--- config.mk ---
export PLATFORM = sky130hd
export DESIGN_NAME = axi4lite_regif
export DESIGN_NICKNAME = d
export VERILOG_FILES = /design/src/rtl/axi4lite_pkg.sv /design/src/rtl/axi4lite_rdlat_pipe.sv /design/src/rtl/axi4lite_regif.sv
export SDC_FILE = /design/constraint.sdc
export NUM_CORES = 1
export LEC_CHECK = 0
export ABC_CLOCK_PERIOD_IN_PS = 2800
export CAP_MARGIN = 15
export CELL_PAD_IN_SITES_DETAIL_PLACEMENT = 2
export CELL_PAD_IN_SITES_GLOBAL_PLACEMENT = 2
export CORE_MARGIN = 2
export CORE_UTILIZATION = 28
export DETAILED_ROUTE_END_ITERATION = 12
export HOLD_SLACK_MARGIN = 0.1
export PLACE_DENSITY = 0.89
export SLEW_MARGIN = 5
export SYNTH_ARGS = -nofsm -noshare
export SYNTH_HDL_FRONTEND = slang
export SYNTH_SLANG_ARGS = --single-unit
--- constraint.sdc ---
create_clock -name s_axi_clk -period 2.8 [get_ports s_axi_clk]
set_clock_uncertainty 0.15 [all_clocks]
set_input_delay 0.56 -clock s_axi_clk [delete_from_list [all_inputs] [get_ports s_axi_clk]]
set_output_delay 0.56 -clock s_axi_clk [all_outputs]
set_load 0.005 [all_outputs]
--- src/rtl/axi4lite_pkg.sv ---
// axi4lite_pkg: response codes and read-FSM encoding shared by the AXI4-Lite register interface.
// Rev 1.0
`default_nettype none

package axi4lite_pkg;

   localparam logic [1:0] RESP_OKAY   = 2'b00;
   localparam logic [1:0] RESP_DECERR = 2'b11;

   typedef enum logic [1:0] {
      RD_IDLE  = 2'd0,
      RD_ISSUE = 2'd1,
      RD_WAIT  = 2'd2,
      RD_RESP  = 2'd3
   } rd_state_e;

endpackage

`default_nettype wire

--- src/rtl/axi4lite_rdlat_pipe.sv ---
// axi4lite_rdlat_pipe: delays the read-issue pulse by RD_LAT cycles to mark the rdata sample point.
// Rev 1.0
`default_nettype none

module axi4lite_rdlat_pipe #(
   parameter int RD_LAT = 1
) (
   input  logic clk_i,
   input  logic rst_ni,
   input  logic start_i,
   output logic sample_o
);

   generate
      if (RD_LAT == 0) begin : g_passthru
         logic unused_clk_rst;
         assign unused_clk_rst = clk_i ^ rst_ni;
         assign sample_o       = start_i;
      end else begin : g_delay
         logic [RD_LAT-1:0] shift_q;

         always_ff @(posedge clk_i or negedge rst_ni) begin
            if (!rst_ni) begin
               shift_q <= '0;
            end else begin
               shift_q <= (shift_q << 1) | RD_LAT'(start_i);
            end
         end

         assign sample_o = shift_q[RD_LAT-1];
      end
   endgenerate

endmodule

`default_nettype wire

--- src/rtl/axi4lite_regif.sv ---
// axi4lite_regif: AXI4-Lite slave translating bus transfers into single-cycle register strobes.
// Rev 1.0
`default_nettype none

module axi4lite_regif
   import axi4lite_pkg::*;
#(
   parameter int DATA_W    = 32,
   parameter int ADDR_W    = 32,
   parameter int RD_LAT    = 1,
   parameter int REG_SPACE = 4096
) (
   input  logic                s_axi_clk,
   input  logic                s_axi_resetn,
   input  logic [ADDR_W-1:0]   s_axi_awaddr,
   input  logic                s_axi_awvalid,
   output logic                s_axi_awready,
   input  logic [DATA_W-1:0]   s_axi_wdata,
   input  logic [DATA_W/8-1:0] s_axi_wstrb,
   input  logic                s_axi_wvalid,
   output logic                s_axi_wready,
   output logic [1:0]          s_axi_bresp,
   output logic                s_axi_bvalid,
   input  logic                s_axi_bready,
   input  logic [ADDR_W-1:0]   s_axi_araddr,
   input  logic                s_axi_arvalid,
   output logic                s_axi_arready,
   output logic [DATA_W-1:0]   s_axi_rdata,
   output logic [1:0]          s_axi_rresp,
   output logic                s_axi_rvalid,
   input  logic                s_axi_rready,
   output logic [ADDR_W-1:0]   reg_addr,
   output logic [DATA_W-1:0]   reg_wdata,
   output logic [DATA_W/8-1:0] reg_wstrb,
   output logic                reg_wr,
   output logic                reg_rd,
   input  logic [DATA_W-1:0]   reg_rdata
);

   localparam int                STRB_W      = DATA_W / 8;
   localparam int                ALIGN_BITS  = $clog2(STRB_W);
   localparam logic [ADDR_W-1:0] ADDR_MASK   = ~ADDR_W'((1 << ALIGN_BITS) - 1);
   localparam logic [ADDR_W:0]   SPACE_LIMIT = (ADDR_W + 1)'(REG_SPACE);

   logic              ready_en_q;
   logic              aw_full_q;
   logic [ADDR_W-1:0] aw_addr_q;
   logic              w_full_q;
   logic [DATA_W-1:0] w_data_q;
   logic [STRB_W-1:0] w_strb_q;
   logic              bvalid_q;
   logic [1:0]        bresp_q;
   rd_state_e         rd_state_q, rd_state_d;
   logic [ADDR_W-1:0] ar_addr_q;
   logic [DATA_W-1:0] rdata_q;
   logic [1:0]        rresp_q;
   logic              rr_rd_pri_q;
   logic [ADDR_W-1:0] reg_addr_q, reg_addr_d;

   logic wr_pend, rd_pend, wr_gnt, rd_gnt;
   logic wr_in_range, rd_in_range, rd_sample;

   assign wr_pend     = aw_full_q & w_full_q;
   assign rd_pend     = (rd_state_q == RD_ISSUE);
   // On a tie the op that lost the previous tie goes first.
   assign wr_gnt      = wr_pend & (~rd_pend | ~rr_rd_pri_q);
   assign rd_gnt      = rd_pend & (~wr_pend |  rr_rd_pri_q);
   assign wr_in_range = ({1'b0, aw_addr_q} < SPACE_LIMIT);
   assign rd_in_range = ({1'b0, ar_addr_q} < SPACE_LIMIT);

   assign s_axi_awready = ready_en_q & ~aw_full_q & ~bvalid_q;
   assign s_axi_wready  = ready_en_q & ~w_full_q  & ~bvalid_q;
   assign s_axi_arready = ready_en_q & (rd_state_q == RD_IDLE);
   assign s_axi_bvalid  = bvalid_q;
   assign s_axi_bresp   = bresp_q;
   assign s_axi_rvalid  = (rd_state_q == RD_RESP);
   assign s_axi_rdata   = rdata_q;
   assign s_axi_rresp   = rresp_q;

   assign reg_addr_d = wr_gnt ? aw_addr_q : (rd_gnt ? ar_addr_q : reg_addr_q);
   assign reg_addr   = reg_addr_d;
   assign reg_wdata  = w_data_q;
   assign reg_wstrb  = w_strb_q;
   assign reg_wr     = wr_gnt & wr_in_range & (|w_strb_q);
   assign reg_rd     = rd_gnt & rd_in_range;

   axi4lite_rdlat_pipe #(
      .RD_LAT (RD_LAT)
   ) u_rdlat_pipe (
      .clk_i    (s_axi_clk),
      .rst_ni   (s_axi_resetn),
      .start_i  (rd_gnt),
      .sample_o (rd_sample)
   );

   always_comb begin
      rd_state_d = rd_state_q;
      case (rd_state_q)
         RD_IDLE:  if (s_axi_arvalid && s_axi_arready) rd_state_d = RD_ISSUE;
         RD_ISSUE: if (rd_gnt) rd_state_d = rd_sample ? RD_RESP : RD_WAIT;
         RD_WAIT:  if (rd_sample) rd_state_d = RD_RESP;
         RD_RESP:  if (s_axi_rready) rd_state_d = RD_IDLE;
         default:  rd_state_d = RD_IDLE;
      endcase
   end

   always_ff @(posedge s_axi_clk or negedge s_axi_resetn) begin
      if (!s_axi_resetn) begin
         ready_en_q  <= 1'b0;
         aw_full_q   <= 1'b0;
         aw_addr_q   <= '0;
         w_full_q    <= 1'b0;
         w_data_q    <= '0;
         w_strb_q    <= '0;
         bvalid_q    <= 1'b0;
         bresp_q     <= RESP_OKAY;
         rd_state_q  <= RD_IDLE;
         ar_addr_q   <= '0;
         rdata_q     <= '0;
         rresp_q     <= RESP_OKAY;
         rr_rd_pri_q <= 1'b0;
         reg_addr_q  <= '0;
      end else begin
         ready_en_q <= 1'b1;

         if (s_axi_awvalid && s_axi_awready) begin
            aw_full_q <= 1'b1;
            aw_addr_q <= s_axi_awaddr & ADDR_MASK;
         end else if (wr_gnt) begin
            aw_full_q <= 1'b0;
         end

         if (s_axi_wvalid && s_axi_wready) begin
            w_full_q <= 1'b1;
            w_data_q <= s_axi_wdata;
            w_strb_q <= s_axi_wstrb;
         end else if (wr_gnt) begin
            w_full_q <= 1'b0;
         end

         if (wr_gnt) begin
            bvalid_q <= 1'b1;
            bresp_q  <= wr_in_range ? RESP_OKAY : RESP_DECERR;
         end else if (s_axi_bready) begin
            bvalid_q <= 1'b0;
         end

         if (s_axi_arvalid && s_axi_arready) begin
            ar_addr_q <= s_axi_araddr & ADDR_MASK;
         end
         rd_state_q <= rd_state_d;

         if (rd_sample) begin
            rdata_q <= rd_in_range ? reg_rdata : '0;
            rresp_q <= rd_in_range ? RESP_OKAY : RESP_DECERR;
         end

         if (wr_pend && rd_pend) begin
            rr_rd_pri_q <= wr_gnt;
         end
         if (wr_gnt || rd_gnt) begin
            reg_addr_q <= reg_addr_d;
         end
      end
   end

endmodule

`default_nettype wire

==> impl_metrics.tcl, run 1 <==
set metrics [dict create \
    synthToLayoutAreaGrowth_pct 62.1 \
    drc 0 \
    grt_pass1_wl_mm 38.3 \
    cts_tree "yes" \
    syn_inst 513 \
    drt-initial-drc-count 195 \
    ys_seq_area_share_pct 62.7 \
    power_mw 12.5 \
    drt_wl_total_mm 26.7 \
    hold_violations 0 \
    worst-setup-path-type "reg -> out" \
    status "complete, but fails checks" \
    maxSlewHeadroom_pct 56.3 \
    period_minus_slack_ps 2830 \
    pin_count 250 \
    die_area_um2 25500 \
    synth_cell_types 33 \
    finalSetupViolCount 2 \
    rows 56 \
    hold_path.class "reg -> reg" \
    vias 5448 \
    layout.nets 950 \
    rsz0062_at_grt "yes" \
    grt_max_degree 49 \
    die_h_um 160 \
    antenna_found_initial 0 \
    place_hpwl_mm 17.9 \
    postLayoutCellArea_um2 11000 \
    ir_drop_v 0.000483 \
    grt_overflow 0 \
    wl_per_cell_um 23.5 \
    drive_gt1_share_pct 33.1 \
    synth_area_per_cell_um2 13.2 \
    fin_util_pct 46.5 \
    die_w_um 160 \
    arrival_ps 2120 \
    cts_htree_levels 4 \
    via_per_inst 4.79 \
    cts_sinks 170 \
    synth_fp_nets 657 \
    clockBufferDepth 2 \
    grt_pass1_vias 6167 \
    port-buffer-count 245 \
    start_kind "register" \
    setup_tns_ps -45.2 \
    synth_seq_cells 170 \
    num_antenna_cells 0 \
    cp-end-kind "output port" \
    seq_area_um2 4260 \
    grt_usage_pct 19.8 \
    clk_pin_slew_ps 60 \
    fmax_mhz 353 \
    ys_warn_count 0 \
    core_area_um2 23600 \
    clkLatencyLatePin_ps 430 \
    initial_core_util_pct 28.7 \
    gp_congestion 0.754 \
    worst_slack_ps -30.1 \
    required_ps 2090 \
    max_cap_violations 0 \
    syn_area_um2 6780 \
    detail_route.first_pass.iterations 6 \
    drv_slew 0 \
    cts_made_buffers 17 \
    worst_pin_slew_ps 654 \
    failed_checks "negative setup slack" \
    dpl-instance-area_um2 9690 \
    period_share_pct 101 \
    multi_input_area_um2 2730 \
    p_leak_nw 4.75 \
    power.density_nw_per_um2 1130 \
    clockRootBuffer "clkbuf_16" \
    ant_nets 0 \
    nFillCells 2322 \
    worstPathMaxFanout 11 \
]
==> worst max-delay path: stages (launching register included) <==
cell and delay (ps):
dfrtp_1 420, ha_4 200, a21o_4 240, buf_12 150
buf_4 150, o22ai_4 160, nor2_1 90, dlygate4sd2_1 290
==> layout by cell type (no fill, tap or decap), types with 10 or more instances in the layout <==
master and n:
o22ai_2 10, mux2_2 98, nor2_1 43, dlygate4sd2_1 12, clkbuf_16 17, buf_4 40, a22o_1 32, nor2_2 18
nand2_1 34, clkdlybuf4s50_1 210, dfrtp_1 164
==> Yosys cell counts (all sizes together) <==
library cell  instances  area share, %
a22o                 32            4.1
a222oi                1           0.15
a211oi                1           0.11
nand3                 3           0.22
clkbuf                9           0.50
o221ai                1           0.13
a22oi                11            1.2
a21oi                 2           0.15
buf                  20            2.1
nand2                36            2.0
nand2b                2           0.18
nor2                 66            3.7
ha                    5           0.92
o22ai                20            1.8
nor3                  3           0.39
and2                  7           0.65
dfrtp               170             63
inv                   6           0.33
mux2                 99             16
nor4                 10            1.2
o21a                  1           0.11
o41a                  1           0.17
nand3b                1           0.11
a21o                  3           0.33
xnor2                 1           0.13
conb                  1          0.055
o21ai                 1          0.074
==> through the flow <==
step	cells	hold WS, ps	setup WS, ps
after floorplan	513	114	594
after global placement	1068	311	128
after detailed placement	1068	337	27.9
after CTS	1122	350	-148
after global routing	1138	369	-101
final	1138	339	-30.1
==> kinds of logic after synthesis <==
group / Yosys count / share of synthesized area, %
buf+inv: 35 / 2.91
mux: 99 / 16.4
other cells: 1 / 0.0553
simple gates: 128 / 8.39
flops: 170 / 62.7
compound gates: 74 / 8.41
xor+xnor: 1 / 0.129
fa+ha+maj: 5 / 0.923
==> layer usage <==
metal	GRT usage [%]	part of all wire [%]
met1	23.3	39
met2	35.8	53
met3	4.52	5.1
met4	6.24	3.3
met5	0	0
==> layout make-up <==
class                      count  share of cell area [%]
sequential                   170                    38.8
timing repair buffer         303                    27.3
multi-input combinational    308                    24.8
clock buffer                  23                    4.17
tap                          319                    3.63
clock inverter                 9                    1.06
inverter                       6                   0.205
==> state kept, by name, summed over array words and instances, names as in the netlist, 2 cells and up <==
signal	count
reg_addr_q	32
reg_wdata	32
s_axi_rdata	32
ar_addr_q	30
aw_addr_q	30
reg_wstrb	4
rd_state_q	2
==> report_power, final <==
group          total, mW  switching, mW  leakage [nW]  internal [mW]
logic               5.74           2.59          2.41           3.15
registers           4.35          0.894          2.08           3.46
clock network       2.37           1.02         0.264           1.35
==> worst paths after layout <==
path | startpoint | to | slack, ps | cells past startpoint
min reg2reg | reg_addr_q[1]$_DFFE_PN0P_ | reg_addr_q[1]$_DFFE_PN0P_ | 340 | 1
min | reg_addr_q[1]$_DFFE_PN0P_ | reg_addr_q[1]$_DFFE_PN0P_ | 340 | 1
max in group asynchronous | s_axi_resetn | rr_rd_pri_q$_DFFE_PN0P_ | 1290 | 3
min in group asynchronous | s_axi_resetn | reg_addr_q[16]$_DFFE_PN0P_ | 510 | 2
max reg2reg | rd_state_q[0]$_DFFE_PN0P_ | rd_state_q[1]$_DFFE_PN0P_ | 690 | 6
max | rd_state_q[0]$_DFFE_PN0P_ | reg_addr[21] | -30 | 7
==> timing repair <==
item / 4_1_cts / 5_1_grt
resized for setup: 101 / 63
setup buffers: 19 / 17
hold endpoints to repair: 44 / 0
hold buffers: 1 / 0
endpoints found under the setup margin: 34 / 29
cloned: 2 / 0
pin swaps: 11 / 19
Power figures use the tool's default switching activity.
==> run 2: changes to the inputs <==
Settings changed: GPL_TIMING_DRIVEN set to 0.
==> run 2 against run 1 <==
  * The run now ends clean
  * Sequential share of layout area decreased by 0.20 points
  * Die area unchanged
  * Register-to-register slack about the same
  * Final cell count about the same
  * Hold slack got worse by 8.5 ps
  * Setup slack improved by 66 ps
  * Power increased by 0.98%
  * Critical endpoint is now reg_addr[23]
  * Flip-flop and latch count unchanged
  * Non-clock buffer count increased by 1
==> impl_metrics.tcl, run 2 (synthesis results as in run 1) <==
set metrics [dict create \
    status "finished, final reports clean" \
    die_area_um2 25500 \
    clkLatencyLatePin_ps 430 \
    finalSetupViolCount 0 \
    required_ps 2090 \
    num_antenna_cells 0 \
    final_cell_mix "clkdlybuf4s50_1 (209), dfrtp_1 (167), mux2_2 (98), nor2_1 (51), nand2_1 (34)" \
    die_h_um 160 \
    cp_slowest_stage_delay_ps 370 \
    cts_tree "yes" \
    antenna_found_initial 0 \
    rows 56 \
    clockBufferDepth 2 \
    initial_core_util_pct 28.7 \
    pin_count 250 \
    hold_path.class "reg -> reg" \
    nFillCells 2318 \
    maxSlewHeadroom_pct 53.8 \
    grt_max_degree 88 \
    place_hpwl_mm 17.5 \
    worst_pin_slew_ps 693 \
    worst-setup-path-type "reg -> out" \
    drt-initial-drc-count 203 \
    cts_htree_levels 4 \
    gp_congestion 0.752 \
    grt_pass1_wl_mm 39.8 \
    clockRootBuffer "clkbuf_16" \
    period_minus_slack_ps 2760 \
    cp_slowest_cell "dfrtp_1" \
    fin_cells 1139 \
    grt_usage_pct 20.6 \
    grt_overflow 0 \
    timing.critical_path.buf_inv 3 \
    arrival_ps 2050 \
    drv_slew 0 \
    power.density_nw_per_um2 1140 \
    layout.nets 951 \
    cts_sinks 170 \
    p_leak_nw 4.77 \
    dp_slack_ps -570 \
    hold_violations 0 \
    drc 0 \
    path_cells "inv_2, ha_4, a21o_4, clkbuf_16, o22ai_4, nor2_4, clkdlybuf4s15_1" \
    fmax_mhz 362 \
    layout_commonest_cell "clkdlybuf4s50_1" \
    die_w_um 160 \
    via_per_inst 4.79 \
    setup_tns_ps 0 \
    drt_wl_total_mm 26.0 \
    port-buffer-count 245 \
    wl_per_cell_um 22.8 \
    cp-end-kind "output port" \
    dpl-instance-area_um2 9670 \
    ant_nets 0 \
    worst_slack_ps 36.0 \
    grt_pass1_vias 6367 \
    start_kind "register" \
    dp.cells 1078 \
    postLayoutCellArea_um2 11000 \
    ir_drop_v 0.000429 \
    period_share_pct 98.7 \
    core_area_um2 23600 \
    clk_pin_slew_ps 70 \
    max_cap_violations 0 \
    worstPathMaxFanout 8 \
    cts_made_buffers 17 \
    crit_family "compound AO/OA/AOI/OAI gates" \
    synthToLayoutAreaGrowth_pct 62.7 \
    vias 5457 \
    drive_gt1_share_pct 31.8 \
    detail_route.first_pass.iterations 4 \
]
==> run 2: cell count changes in the layout (fill, tap and decap cells not counted), sizes merged <==
cell,previous run,this run
dlygate4sd2,12,11
clkinvlp,4,1
buf,60,53
clkdlybuf4s15,2,11
dlymetal6s2s,8,2
bufinv,2,4
clkinv,2,4
bufbuf,1,0
clkbuf,32,39
clkdlybuf4s50,210,209
==> run 2: layout make-up <==
type / instances / area [um^2] / share of cell area, %
multi-input combinational: 308 / 2740 / 24.8
tap: 319 / 399 / 3.62
buffer: 28 / 272 / 2.46
inverter: 6 / 22.5 / 0.204
clock buffer: 22 / 474 / 4.30
timing repair buffer: 276 / 2710 / 24.5
sequential: 170 / 4260 / 38.6
clock inverter: 10 / 164 / 1.49
==> run 2: per-stage QoR <==
stage	total power, mW	util [%]	hold WS [ps]
final	12.6	46.7	331
after global routing	13.2	46.7	349
after CTS	12.2	46.1	338
after detailed placement	8.69	40.9	317
after global placement	8.38	40.8	312
after floorplan	6.05	-	114
==> run 2: power breakdown <==
group | total (mW) | internal [mW] | switching (mW)
Combinational | 5.61 | 3.08 | 2.53
Sequential | 4.37 | 3.45 | 0.913
Clock | 2.60 | 1.57 | 1.03
==> run 2: path summary, 6_finish.rpt <==
path	startpoint	to	slack (ps)	depth (start not counted)
worst min register to register	reg_addr_q[0]$_DFFE_PN0P_	reg_addr_q[0]$_DFFE_PN0P_	330	1
worst max register to register	rd_state_q[0]$_DFFE_PN0P_	rd_state_q[1]$_DFFE_PN0P_	700	6
worst min-delay path	reg_addr_q[0]$_DFFE_PN0P_	reg_addr_q[0]$_DFFE_PN0P_	330	1
max in group asynchronous	s_axi_resetn	s_axi_rdata[3]$_DFFE_PN0P_	1090	3
worst max-delay path	rd_state_q[1]$_DFFE_PN0P_	reg_addr[23]	40	7
min in group asynchronous	s_axi_resetn	ar_addr_q[17]$_DFFE_PN0P_	540	2
==> run 2: repair_timing <==
item,in CTS,in global routing
hold buffers,1,0
pin swaps,14,14
gates resized for setup,138,51
endpoints found under the hold margin,86,0
setup buffers,19,6
endpoints found under the setup margin,34,30
gates cloned,4,1
==> run 2: routing by layer <==
layer	part of all wire [%]	track usage, %	vias up
met1	39	23.0	2841
met5	0	0	-
li1	-	-	2397
met4	3.0	8.47	0
met2	53	37.5	179
met3	4.8	4.91	40
==> run 2: worst register-to-register path: stages (launching register included) <==
cell and delay, ps:
dfrtp_1 390, buf_4 130, inv_1 80, ha_1 210, a222oi_1 460, o21a_1 220, mux2_2 330
